**config.mk**
```make
export PLATFORM = sky130hd
export DESIGN_NAME = ransac_inlier_scorer
export DESIGN_NICKNAME = d
export VERILOG_FILES = /design/src/rtl/ransac_fixed_pkg.sv /design/src/rtl/ransac_inlier_scorer_inlier_counter.sv /design/src/rtl/ransac_inlier_scorer.sv
export SDC_FILE = /design/constraint.sdc
export NUM_CORES = 1
export LEC_CHECK = 0
export ABC_AREA = 1
export CAP_MARGIN = 10
export CORE_MARGIN = 5
export CORE_UTILIZATION = 50
export CTS_BUF_LIST = sky130_fd_sc_hd__clkbuf_16
export CTS_CLUSTER_DIAMETER = 50
export DETAILED_ROUTE_END_ITERATION = 16
export GPL_ROUTABILITY_DRIVEN = 1
export PLACE_DENSITY_LB_ADDON = 0.3
export SETUP_SLACK_MARGIN = 0.05
export SLEW_MARGIN = 40
export SYNTH_ARGS = -nofsm -noshare
export SYNTH_HDL_FRONTEND = slang
export SYNTH_HIERARCHICAL = 1
export SYNTH_SLANG_ARGS = --single-unit
```
**constraint.sdc**
```tcl
create_clock -name clock -period 6.09 [get_ports clock]
set_clock_uncertainty 0.15 [all_clocks]
set_input_delay 1.218 -clock clock [delete_from_list [all_inputs] [get_ports clock]]
set_output_delay 1.218 -clock clock [all_outputs]
set_load 0.05 [all_outputs]
```
**src/rtl/ransac_fixed_pkg.sv**
```systemverilog
// Shared fixed-point types for the RANSAC plane pipeline, plus the scorer FSM
// state type and the counter-width helpers.
package ransac_fixed;

  // Q8.8 signed fixed point
  typedef logic signed [15:0] fixed_t;

  typedef struct packed {
    fixed_t a;
    fixed_t b;
    fixed_t c;
    fixed_t d;
  } plane_t;

  typedef enum logic [1:0] {
    ST_IDLE,
    ST_SCORING,
    ST_DONE
  } scorer_state_t;

  // bits needed to hold values 0..n inclusive
  function automatic int unsigned count_width(input int unsigned n);
    return $clog2(n + 1);
  endfunction

endpackage

```
**src/rtl/ransac_inlier_scorer_inlier_counter.sv**
```systemverilog
// Per-candidate inlier counter: threshold compare, saturating count, and a
// flush back to zero on the last point of each candidate.
module inlier_counter
  import ransac_fixed::*;
#(
  parameter int unsigned max_points = 4096,
  parameter int unsigned count_bits = count_width(max_points)
) (
  input  logic                  clock,
  input  logic                  reset,
  input  logic                  clear,
  input  logic                  sample,
  input  logic                  last_i,
  input  fixed_t                distance,
  input  fixed_t                threshold,
  output logic [count_bits-1:0] total
);

  logic [count_bits-1:0] count;
  logic                  hit;

  assign hit = (distance <= threshold);

  // total includes the point presented this cycle, so a commit can use it directly
  always_comb begin
    total = count;
    if (hit && (count != count_bits'(max_points)))
      total = count + 1'b1;
  end

  always_ff @(posedge clock or posedge reset) begin
    if (reset)
      count <= '0;
    else if (clear)
      count <= '0;
    else if (sample)
      count <= last_i ? '0 : total;
  end

endmodule

```
**src/rtl/ransac_inlier_scorer.sv**
```systemverilog
// RANSAC inlier scorer: counts inliers per candidate plane and tracks the best.
// Optional early exit enabled by defining RANSAC_SCORER_EARLY_EXIT_EN.
module ransac_inlier_scorer
  import ransac_fixed::*;
#(
  parameter int unsigned max_points       = 4096,
  parameter int unsigned max_iterations   = 64,
  parameter int unsigned early_exit_count = 3072,
  localparam int unsigned count_bits      = count_width(max_points),
  localparam int unsigned iter_bits       = count_width(max_iterations)
) (
  input  logic                  clock,
  input  logic                  reset,
  input  logic                  start,
  input  fixed_t                threshold,
  input  logic                  valid_i,
  input  fixed_t                distance,
  input  plane_t                plane,
  input  logic                  last_i,
  output logic                  score_valid,
  output logic [count_bits-1:0] score,
  output plane_t                best_plane,
  output logic [count_bits-1:0] best_count,
  output logic [iter_bits-1:0]  iteration,
  output logic                  busy,
  output logic                  done
);

`ifdef RANSAC_SCORER_EARLY_EXIT_EN
  localparam logic early_exit_on = 1'b1;
`else
  localparam logic early_exit_on = 1'b0;
`endif

  scorer_state_t         state, next_state;
  logic                  sample, commit, last_iter, early_hit;
  logic [count_bits-1:0] total;
  logic [iter_bits-1:0]  iter_next;

  // start takes priority: a sample arriving with start is dropped
  assign sample    = (state == ST_SCORING) && valid_i && !start;
  assign commit    = sample && last_i;
  assign iter_next = iteration + 1'b1;
  assign last_iter = (iter_next == iter_bits'(max_iterations));
  assign early_hit = early_exit_on && (32'(total) >= early_exit_count);

  inlier_counter #(
    .max_points (max_points),
    .count_bits (count_bits)
  ) u_counter (
    .clock     (clock),
    .reset     (reset),
    .clear     (start),
    .sample    (sample),
    .last_i    (last_i),
    .distance  (distance),
    .threshold (threshold),
    .total     (total)
  );

  always_comb begin
    next_state = state;
    case (state)
      ST_IDLE:    if (start) next_state = ST_SCORING;
      ST_SCORING: if (start) next_state = ST_SCORING;
                  else if (commit && (last_iter || early_hit)) next_state = ST_DONE;
      ST_DONE:    if (start) next_state = ST_SCORING;
      default:    next_state = ST_IDLE;
    endcase
  end

  always_ff @(posedge clock or posedge reset) begin
    if (reset)
      state <= ST_IDLE;
    else
      state <= next_state;
  end

  always_ff @(posedge clock or posedge reset) begin
    if (reset) begin
      score_valid <= 1'b0;
      score       <= '0;
      best_plane  <= '0;
      best_count  <= '0;
      iteration   <= '0;
    end else begin
      score_valid <= 1'b0;
      if (start) begin
        best_plane <= '0;
        best_count <= '0;
        iteration  <= '0;
      end else if (commit) begin
        score       <= total;
        score_valid <= 1'b1;
        iteration   <= iter_next;
        if (total > best_count) begin
          best_count <= total;
          best_plane <= plane;
        end
      end
    end
  end

  assign busy = (state == ST_SCORING);
  assign done = (state == ST_DONE);

endmodule
```
==> metrics.cfg, run 1 <==
[synth]
yosys_register_bits = 113
ys_async_sr_fraction_pct = 100.0
synth_area_sq_um = 6033
ys_types = 29
synth-edff-count = 0
synth_ff_type = dfrtp_1
postSynthAreaPerCell_sq_um = 7.959
netlist_instances = 758
syn-num-nets = 892
ys_seq_area_share_pct = 46.87
yosysWarnings = 6

[placement]
place_congestion = 0.8349
portBuffers = 200
placed_area_sq_um = 8048
dpl.hpwl_microns = 11530
pre_cts_ws_ns = 0.9261

[setup_path]
worstReg2RegStart = u_counter/count[0]$_DFFE_PP0P_
cpPeakStageDelay_ns = 0.46
rr_endpoint = best_plane[58]$_DFFE_PP0P_
cp.required_ns = 6.28
endpoint = best_plane[58]$_DFFE_PP0P_
path_max_fanout = 43
worstSetupPathType = input port to register
cp-start-kind = input port
r2r_setup_slack_ns = 2.51
cp_cell_sequence = clkdlybuf4s50_1 > inv_1 > ha_1 > a21oi_1 > nand2_1 > a21oi_1 > nand2_1 > nand2_2 > nand3_4 > nand2_1 > nand2_1 > and2_1 > ha_1 > nand2_1 > nand2_1 > nand2_1 > nand2_1 > a21oi_1 > nand2_2 > nand2_2 > buf_4 > nand3_1 > nand2_1
crit_start = threshold[11]
cpMaxStageDelayCell = clkdlybuf4s50_1
endpoint_kind = register
reg2reg_depth = 20
worstPathArrival_ns = 5.00
worst_path_most_repeated_cell = nand2_1

[floorplanning]
core_sq_um = 11910
die_area_sq_um = 14360
num_rows = 40
io_pins = 201
die_w_microns = 119.8
die_y_microns = 119.8
start_util_pct = 50.65

[finish]
fin_area_sq_um = 8695
final_cell_mix = 230 x nand2_1, 200 x clkdlybuf4s50_1, 192 x nand3_1, 113 x dfrtp_1, 68 x inv_1
area_growth_pct = 44.11
fillerInstances = 884
layout.nets = 1078
final_common_cell = nand2_1
drive_above_1_share_pct = 5.538
diodes = 0

[detailed_routing]
totalWireLength_microns = 16950
drtIter0Drc = 574
vias_per_cell = 5.293
antenna_left = 0
drt_first_pass_iters = 5
vias = 5844
wl_per_cell_microns = 15.35
drc = 0

[grt]
grt_pass1_wl_microns = 27850
grt_pass1_vias = 5634
track_usage_pct = 23.97
antenna_found_initial = 0
grt_max_degree = 83
overflow = 0

[timing]
finalSetupViolCount = 0
min_period_ns = 4.805
worst_pin_slew_ns = 0.8138
slew-limit-headroom_pct = 45.75
final-max-slew-violation-count = 0
fin_ws_ns = 1.285
final.setup.tns_ns = 0
rsz0062_at_grt = false
fin_crit_sh_pct = 78.90
max_freq_mhz = 208.1
finalHoldViolCount = 0

[job]
cap_violations = 0

[clock_network]
htreeDepth = 4
cts_setup_buffers = 0
insertion_delay_ns = 0.40
cts.sinks = 113
path_clk_slew_ns = 0.05
cts-root-buf = clkbuf_16
numCtsBuffers = 17
cts_hold_buf = 0
clock_path_buffers = 2
cts_tree = built
ctsResizeCount = 0

[pwr]
vdd_drop_max_v = 0.0001357
power.density_nw_per_um2 = 266.2
leakagePower_uw = 0.004403

[worst_hold_path]
min_path_type = register to register

[outcome]
status = finished clean

## Yosys cell counts, types with 2 or more instances
| cell type | number | area, sq um |
|---|---|---|
| nor3_1 | 5 | 25.02 |
| dfrtp_1 | 113 | 2828 |
| nand2_1 | 230 | 863.3 |
| nand2_2 | 4 | 25.02 |
| a21oi_1 | 10 | 50.05 |
| o21ai_0 | 11 | 55.05 |
| nor3_2 | 3 | 30.03 |
| nand3_1 | 192 | 960.9 |
| and2_1 | 13 | 81.33 |
| buf_1 | 6 | 22.52 |
| nand4_1 | 5 | 31.28 |
| buf_4 | 5 | 37.54 |
| nor2_1 | 16 | 60.06 |
| inv_2 | 2 | 7.510 |
| ha_1 | 33 | 412.9 |
| buf_2 | 16 | 80.08 |
| inv_1 | 70 | 262.8 |
| clkbuf_1 | 6 | 22.52 |
| nor2_2 | 2 | 12.51 |
| buf_6 | 7 | 78.83 |
## worst min path at each step
stage / startpoint / end / slack (ns) / cells after the start
after detailed placement: score[12]$_DFFE_PP0P_ / score[12]$_DFFE_PP0P_ / 0.31 / 2
after global routing: best_plane[15]$_DFFE_PP0P_ / best_plane[15]$_DFFE_PP0P_ / 0.37 / 2
after global placement: score[12]$_DFFE_PP0P_ / score[12]$_DFFE_PP0P_ / 0.31 / 2
after CTS: score[12]$_DFFE_PP0P_ / score[12]$_DFFE_PP0P_ / 0.33 / 2
after floorplan: u_counter/count[10]$_DFFE_PP0P_ / u_counter/count[10]$_DFFE_PP0P_ / 0.32 / 2
final: score[12]$_DFFE_PP0P_ / score[12]$_DFFE_PP0P_ / 0.33 / 2
## cells by family (layout without fill, tap and decap cells)
logic type,after synthesis,in the layout,share of synthesized area [%]
DFF,113,113,46.87
AOI/OAI and AO/OA,23,23,2.136
adders and majority gates,33,33,6.844
and+or+nand+nor,475,475,35.46
buffers and inverters,113,312,8.544
xor gates and xnor gates,1,1,0.1452
## through the flow
| stage | cells | hold WS [ns] | utilization [%] | power (uW) |
|---|---|---|---|---|
| 2_1_floorplan | 758 | 0.3215 | - | 1088 |
| 3_3_place_gp | 1072 | 0.3123 | 67.54 | 1252 |
| 3_5_place_dp | 1072 | 0.3143 | 67.56 | 1256 |
| 4_1_cts | 1104 | 0.3292 | 72.94 | 2331 |
| 5_1_grt | 1104 | 0.3657 | 72.99 | 2402 |
| 6_report | 1104 | 0.3292 | 72.99 | 2314 |
## routing by layer
metal  share of wire (%)  track usage, %  wire, microns  vias up
met5                   0               0              0        -
met4                 1.7           7.373            291        0
met3                 6.3           5.372           1074       28
met2                  51           40.64           8603      237
met1                  41           30.68           6975     2745
li1                    -               -              -     2834
## worst max-delay path, delay by kind of cell
family                     cells  cell delay, ns
and+or+nand+nor               15            1.74
buffers and inverters          3            0.90
adders and majority gates      2            0.60
AOI/OAI and AO/OA              3            0.53
## final cells by class
| type | count | area [sq um] | area share [%] |
|---|---|---|---|
| repair buffers | 207 | 2071 | 23.82 |
| well taps | 147 | 183.9 | 2.115 |
| flip-flops and latches | 113 | 2828 | 32.52 |
| multi-input cells | 532 | 2693 | 30.97 |
| clock buffers | 17 | 425.4 | 4.893 |
| inverters | 73 | 279.0 | 3.209 |
| clock inverters | 15 | 215.2 | 2.475 |
## report_power, final
part	switching, uW	total [uW]	internal [uW]
clock network	350	1070	722
registers	19.7	803	784
logic	280	439	159
total	650	2310	1660
## sequential cells by signal, indices dropped and copies added, names as in the netlist
signal,flops
best_plane,64
u_counter/count,13
score,13
state,2
iteration,7
score_valid,1
best_count,13
Power figures use the tool's default switching activity.
==> run 2, diff against run 1 <==
--- a/config.mk
+++ b/config.mk
@@ -8,7 +8,7 @@
 export ABC_AREA = 1
 export CAP_MARGIN = 10
 export CORE_MARGIN = 5
-export CORE_UTILIZATION = 50
+export CORE_UTILIZATION = 46
 export CTS_BUF_LIST = sky130_fd_sc_hd__clkbuf_16
 export CTS_CLUSTER_DIAMETER = 50
 export DETAILED_ROUTE_END_ITERATION = 16
==> constraint.sdc (replaced) <==
create_clock -name clock -period 5 [get_ports clock]
set_clock_uncertainty 0.15 [all_clocks]
set_input_delay 1 -clock clock [delete_from_list [all_inputs] [get_ports clock]]
set_output_delay 1 -clock clock [all_outputs]
set_load 0.05 [all_outputs]
==> metrics.cfg, run 2 (synthesis results as in run 1) <==
[pwr]
switching_share_pct = 29.90  ; +1.8 points
vdd_drop_max_v = 0.0002921  ; +120%
p_comb_share_pct = 21.1  ; +2.1 points
leakagePower_uw = 0.004407  ; about the same
p_int_uw = 1822  ; +9.4%
power.density_nw_per_um2 = 299.5  ; +13%
pwr-share-seq_pct = 37.6  ; +2.9 points
power_frac_clock_pct = 41.3  ; -5.0 points
power_switching_uw = 777.0  ; +20%

[grt]
antenna_found_initial = 0  ; unchanged
grt_max_degree = 83  ; unchanged
track_usage_pct = 22.12  ; -1.9 points
grt_pass1_vias = 5737  ; +1.8%
grt_pass1_wl_microns = 28360  ; +1.8%
overflow = 0  ; unchanged

[detailed_routing]
drt_first_pass_iters = 7  ; +2
totalWireLength_microns = 17590  ; +3.8%
wl_per_cell_microns = 15.51  ; +1.1%
met2_length_microns = 8505  ; -1.1%
vias_per_cell = 5.152  ; -2.7%
topRoutingLayerUsed = met4
vias = 5842  ; -0.034%
wl_met1_microns = 7463  ; +7.0%
drtIter0Drc = 484  ; -16%
met3_length_microns = 999  ; -7.0%
drc = 0  ; unchanged
antenna_left = 0  ; unchanged

[timing]
slew-limit-headroom_pct = 56.10  ; +10 points
whs_ns = 0.3326  ; +0.003383 ns
final-max-slew-violation-count = 0  ; unchanged
min_period_ns = 4.365
finalHoldViolCount = 0  ; unchanged
fin_crit_sh_pct = 87.29
max_freq_mhz = 229.1
worst_pin_slew_ns = 0.6585  ; -0.1552 ns
final.setup.tns_ns = 0  ; unchanged
finalSetupViolCount = 0  ; unchanged
rsz0062_at_grt = false

[setup_path]
path_max_fanout = 45  ; +4.7%
r2r_setup_slack_ns = 1.66  ; -0.85 ns
cp.required_ns = 5.13  ; -1.15 ns
worstSetupPathType = input port to register
reg2reg_depth = 16  ; -20%
crit_start = threshold[15]
worstPathArrival_ns = 4.50  ; -0.50 ns
endpoint_kind = register
cp-start-kind = input port
worstReg2RegStart = u_counter/count[0]$_DFFE_PP0P_
rr_endpoint = best_plane[46]$_DFFE_PP0P_

[clock_network]
numCtsBuffers = 17  ; unchanged
htreeDepth = 4  ; unchanged
clock_path_buffers = 2  ; unchanged
insertion_delay_ns = 0.40  ; about the same
cts_tree = built
cts_setup_buffers = 0  ; unchanged
cts.sinks = 113  ; unchanged
ctsResizeCount = 0  ; unchanged
cts_hold_buf = 0  ; unchanged
path_clk_slew_ns = 0.05  ; about the same
cts-root-buf = clkbuf_16

[placement]
dpl.hpwl_microns = 12490  ; +8.4%
portBuffers = 200  ; unchanged
placed_area_sq_um = 8142  ; +1.2%
place_congestion = 0.8690  ; +4.1%

[finish]
final_common_cell = nand2_1
layout.nets = 1083  ; +0.46%
final_cell_mix = 230 x nand2_1, 200 x clkdlybuf4s50_1, 192 x nand3_1, 113 x dfrtp_1, 70 x inv_1
diodes = 0  ; unchanged
postLayoutCoreUtil_pct = 68.18  ; -4.8 points
drive_above_1_share_pct = 5.925  ; +0.39 points
fin_area_sq_um = 8675  ; -0.23%
largest_register_ffs = 64  ; unchanged
area_growth_pct = 43.78
regMostFlops = best_plane

[floorplanning]
start_util_pct = 47.42  ; -3.2 points
num_rows = 41  ; +2.5%
die_w_microns = 124.5  ; +3.9%
io_pins = 201  ; unchanged
die_y_microns = 124.5  ; +3.9%
die_area_sq_um = 15510  ; +8.0%
core_sq_um = 12720  ; +6.8%

[job]
cap_violations = 0  ; unchanged

[worst_hold_path]
holdPathEnd = score[5]$_DFFE_PP0P_
min_path_type = register to register
hold_depth = 2  ; unchanged
hp-start = score[5]$_DFFE_PP0P_

[outcome]
status = finished clean

[run 2: cell types whose count changed in the layout (fill, tap and decap cells not counted)]
cell / previous run / this run
clkinv_2: 1 / 7
bufinv_16: 5 / 1
buf_4: 5 / 8
buf_12: 1 / 3
inv_1: 68 / 70
inv_6: 2 / 0
clkinv_1: 4 / 3
clkinv_4: 2 / 1
clkinvlp_4: 3 / 2
inv_4: 0 / 1
[run 2: worst max-delay path, stage by stage]
cell and delay [ns]:
clkdlybuf4s50_1 0.45, inv_1 0.04, ha_1 0.33, a21oi_1 0.13, o21ai_0 0.10, a21oi_1 0.17
nand2_1 0.09, nand2_2 0.08, nand3_4 0.23, nand2_1 0.14, nand2_1 0.07, and2_1 0.18
ha_1 0.30, nand2_1 0.07, nor2_1 0.16, inv_2 0.07, nor2_4 0.14, nand2_1 0.08
nand2_2 0.11, nand2_2 0.11, buf_12 0.20, nand3_1 0.13, nand2_1 0.09
[run 2: per-stage QoR]
stage	power (uW)	setup WS (ns)	cells
final	2598	0.6353	1134
after global routing	2695	0.3093	1134
after detailed placement	1541	0.2693	1102
after floorplan	1325	1.117	758
after CTS	2620	0.6521	1134
after global placement	1535	0.3912	1102
[run 2: how the worst max path moves through the flow]
| stage | cells after the start | endpoint |
|---|---|---|
| after floorplan | 22 | best_count[0]$_DFFE_PP0P_ |
| after global placement | 23 | best_plane[21]$_DFFE_PP0P_ |
| after detailed placement | 23 | best_plane[62]$_DFFE_PP0P_ |
| after CTS | 23 | best_plane[62]$_DFFE_PP0P_ |
| after global routing | 23 | best_plane[62]$_DFFE_PP0P_ |
| final | 23 | best_plane[62]$_DFFE_PP0P_ |
[run 2: final cells by class]
class	instances	area, sq um
fillers	1108	4048
flip-flops and latches	113	2828
multi-input cells	532	2693
repair buffers	212	2133
clock buffers	17	425.4
inverters	73	276.5
well taps	172	215.2
clock inverters	15	103.9
[run 2: layer usage]
metal,vias up,GRT usage [%]
met2,190,36.58
li1,2850,-
met4,0,9.994
met1,2755,27.59
met5,-,0
met3,47,5.060
[run 2: power by group through the flow]
stage,logic (uW),registers (uW),clock network [uW]
after global routing,586,982,1130
after CTS,551,978,1090
after floorplan,199,1130,0
after detailed placement,548,993,0
after global placement,543,992,0
final,547,978,1070
==> run 3, diff against run 2 <==
--- a/config.mk
+++ b/config.mk
@@ -7,7 +7,6 @@
 export LEC_CHECK = 0
 export ABC_AREA = 1
 export CAP_MARGIN = 10
-export CORE_MARGIN = 5
 export CORE_UTILIZATION = 46
 export CTS_BUF_LIST = sky130_fd_sc_hd__clkbuf_16
 export CTS_CLUSTER_DIAMETER = 50
==> constraint.sdc (replaced) <==
create_clock -name clock -period 4.6 [get_ports clock]
set_clock_uncertainty 0.15 [all_clocks]
set_input_delay 0.92 -clock clock [delete_from_list [all_inputs] [get_ports clock]]
set_output_delay 0.92 -clock clock [all_outputs]
set_load 0.05 [all_outputs]
==> metrics.cfg, run 3 (synthesis results as in run 1) <==
[outcome]
status = finished clean

[worst_hold_path]
min_path_type = register to register
hold_depth = 2  ; unchanged
holdPathEnd = score[6]$_DFFE_PP0P_
hp-start = score[6]$_DFFE_PP0P_

[finish]
multi_input_area_sq_um = 2748  ; +2.0%
layout.nets = 1086  ; +0.28%
area_growth_pct = 47.30
fin_cells = 1137  ; +0.26%
final_common_cell = nand2_1
diodes = 0  ; unchanged
regMostFlops = best_plane
drive_above_1_share_pct = 6.528  ; +0.60 points
final_cell_mix = 229 x nand2_1, 200 x clkdlybuf4s50_1, 190 x nand3_1, 113 x dfrtp_1, 69 x inv_1
fillerInstances = 1030  ; -7.0%
largest_register_ffs = 64  ; unchanged
regArea_sq_um = 2828  ; unchanged

[timing]
worst_pin_slew_ns = 0.6572  ; -0.001280 ns
max_freq_mhz = 232.5
final.setup.tns_ns = 0  ; unchanged
slew-limit-headroom_pct = 56.18  ; +0.085 points
rsz0062_at_grt = false
finalHoldViolCount = 0  ; unchanged
fin_ws_ns = 0.2983  ; -0.3370 ns
finalSetupViolCount = 0  ; unchanged
min_period_ns = 4.302
whs_ns = 0.3262  ; -0.006356 ns
final-max-slew-violation-count = 0  ; unchanged
fin_crit_sh_pct = 93.51

[clock_network]
numCtsBuffers = 17  ; unchanged
cts.sinks = 113  ; unchanged
cts_tree = built
clock_path_buffers = 2  ; unchanged
htreeDepth = 4  ; unchanged
cts-root-buf = clkbuf_16
insertion_delay_ns = 0.41  ; about the same
path_clk_slew_ns = 0.05  ; about the same

[placement]
place_congestion = 0.8882  ; +2.2%
pre_cts_ws_ns = -0.01450  ; -0.2838 ns
dp.cells = 1102  ; unchanged
portBuffers = 200  ; unchanged
dpl.hpwl_microns = 11400  ; -8.7%

[grt]
grt_pass1_wl_microns = 26530  ; -6.4%
track_usage_pct = 25.26  ; +3.1 points
grt_max_degree = 83  ; unchanged
antenna_found_initial = 0  ; unchanged
overflow = 0  ; unchanged
grt_pass1_vias = 5459  ; -4.8%

[floorplanning]
die_y_microns = 116.5  ; -6.4%
num_rows = 41  ; unchanged
start_util_pct = 47.42  ; unchanged
die_area_sq_um = 13580  ; -12%
die_w_microns = 116.5  ; -6.4%
core_sq_um = 12720  ; unchanged
io_pins = 201  ; unchanged

[setup_path]
worstReg2RegStart = u_counter/count[0]$_DFFE_PP0P_
worstPathArrival_ns = 4.44  ; -0.06 ns
path_max_fanout = 43  ; -4.4%
endpoint_kind = register
cp.required_ns = 4.74  ; -0.39 ns
cp-start-kind = input port
rr_endpoint = best_plane[60]$_DFFE_PP0P_
r2r_setup_slack_ns = 1.31  ; -0.35 ns
worstSetupPathType = input port to register
reg2reg_depth = 19  ; +3

[pwr]
pwr-share-seq_pct = 33.8  ; -3.8 points
p_comb_share_pct = 19.8  ; -1.3 points
power_frac_clock_pct = 46.4  ; +5.1 points
vdd_drop_max_v = 0.0001941  ; -34%
power_switching_uw = 875.1  ; +13%
leakagePower_uw = 0.004507  ; +2.3%
power.density_nw_per_um2 = 353.9  ; +18%
switching_share_pct = 27.82  ; -2.1 points
p_int_uw = 2270  ; +25%

[detailed_routing]
totalWireLength_microns = 17200  ; -2.2%
antenna_left = 0  ; unchanged
drt_first_pass_iters = 7  ; unchanged
drtIter0Drc = 576  ; +19%
drc = 0  ; unchanged
vias_per_cell = 5.220  ; +1.3%
wl_per_cell_microns = 15.13  ; -2.5%
vias = 5935  ; +1.6%

[job]
cap_violations = 0  ; unchanged

## run 3: changes by cell type in the layout (fill, tap and decap cells not counted), sizes merged
cell	change
clkinv	-3
bufinv	+5
nand3	+2
clkbuf	+1
clkinvlp	-1
inv	-1
## run 3: repair_timing
item,4_1_cts,5_1_grt
hold endpoints to repair,0,0
setup buffers,0,0
endpoints found under the setup margin,0,74
hold buffers,0,0
resized for setup,0,7
## run 3: how the worst max path moves through the flow
stage                  startpoint  cells past startpoint                          to  slack [ns]
floorplan           threshold[15]                     22   best_count[0]$_DFFE_PP0P_        0.80
CTS                 threshold[15]                     22  best_plane[60]$_DFFE_PP0P_        0.36
global route        threshold[15]                     21  best_plane[26]$_DFFE_PP0P_        0.03
detailed placement  threshold[11]                     24  best_plane[23]$_DFFE_PP0P_       -0.01
global placement    threshold[11]                     23   best_plane[8]$_DFFE_PP0P_        0.10
finish              threshold[15]                     21  best_plane[60]$_DFFE_PP0P_        0.30
## run 3: stage by stage
stage          area, sq um  util, %  power [uW]
6_report              8887    69.86        3145
5_1_grt               8887    69.86        3256
4_1_cts               8803    69.20        3137
3_5_place_dp          8157    64.11        1673
3_3_place_gp          8152    64.07        1668
2_1_floorplan         6033        -        1440
## run 3: final cells by class
type	count	share of cell area, %
flip-flops and latches	113	31.82
multi-input cells	534	30.92
repair buffers	213	24.43
clock buffers	17	4.787
inverters	73	3.140
clock inverters	15	2.492
well taps	172	2.422
## run 3: power groups by stage
stage / Sequential, uW / Clock [uW] / Combinational [uW]
floorplan: 1220 / 0 / 216
global placement: 1080 / 0 / 590
detailed placement: 1080 / 0 / 594
CTS: 1060 / 1480 / 598
global route: 1070 / 1520 / 668
finish: 1060 / 1460 / 624
## run 3: routing by layer
| metal | wire [microns] | global-route usage, % | vias up |
|---|---|---|---|
| met2 | 8238 | 41.81 | 234 |
| met1 | 7472 | 32.30 | 2792 |
| li1 | - | - | 2866 |
| met4 | 448 | 9.915 | 0 |
| met5 | 0 | 0 | - |
| met3 | 1041 | 5.397 | 43 |
## run 3: worst max-delay path, stage by stage
cell and delay, ns:
clkdlybuf4s50_1 0.46, inv_1 0.04, ha_1 0.36, a21oi_2 0.17, o21ai_0 0.10, a21oi_1 0.21
nand3_2 0.21, nand3_4 0.22, nand3_1 0.11, and2_1 0.21, ha_1 0.30, nand2_1 0.08
nor2_1 0.16, inv_2 0.06, nor2_4 0.13, nand2_1 0.08, nand2_2 0.15, nand2_2 0.12
buf_12 0.19, nand3_1 0.08, nand2_1 0.07
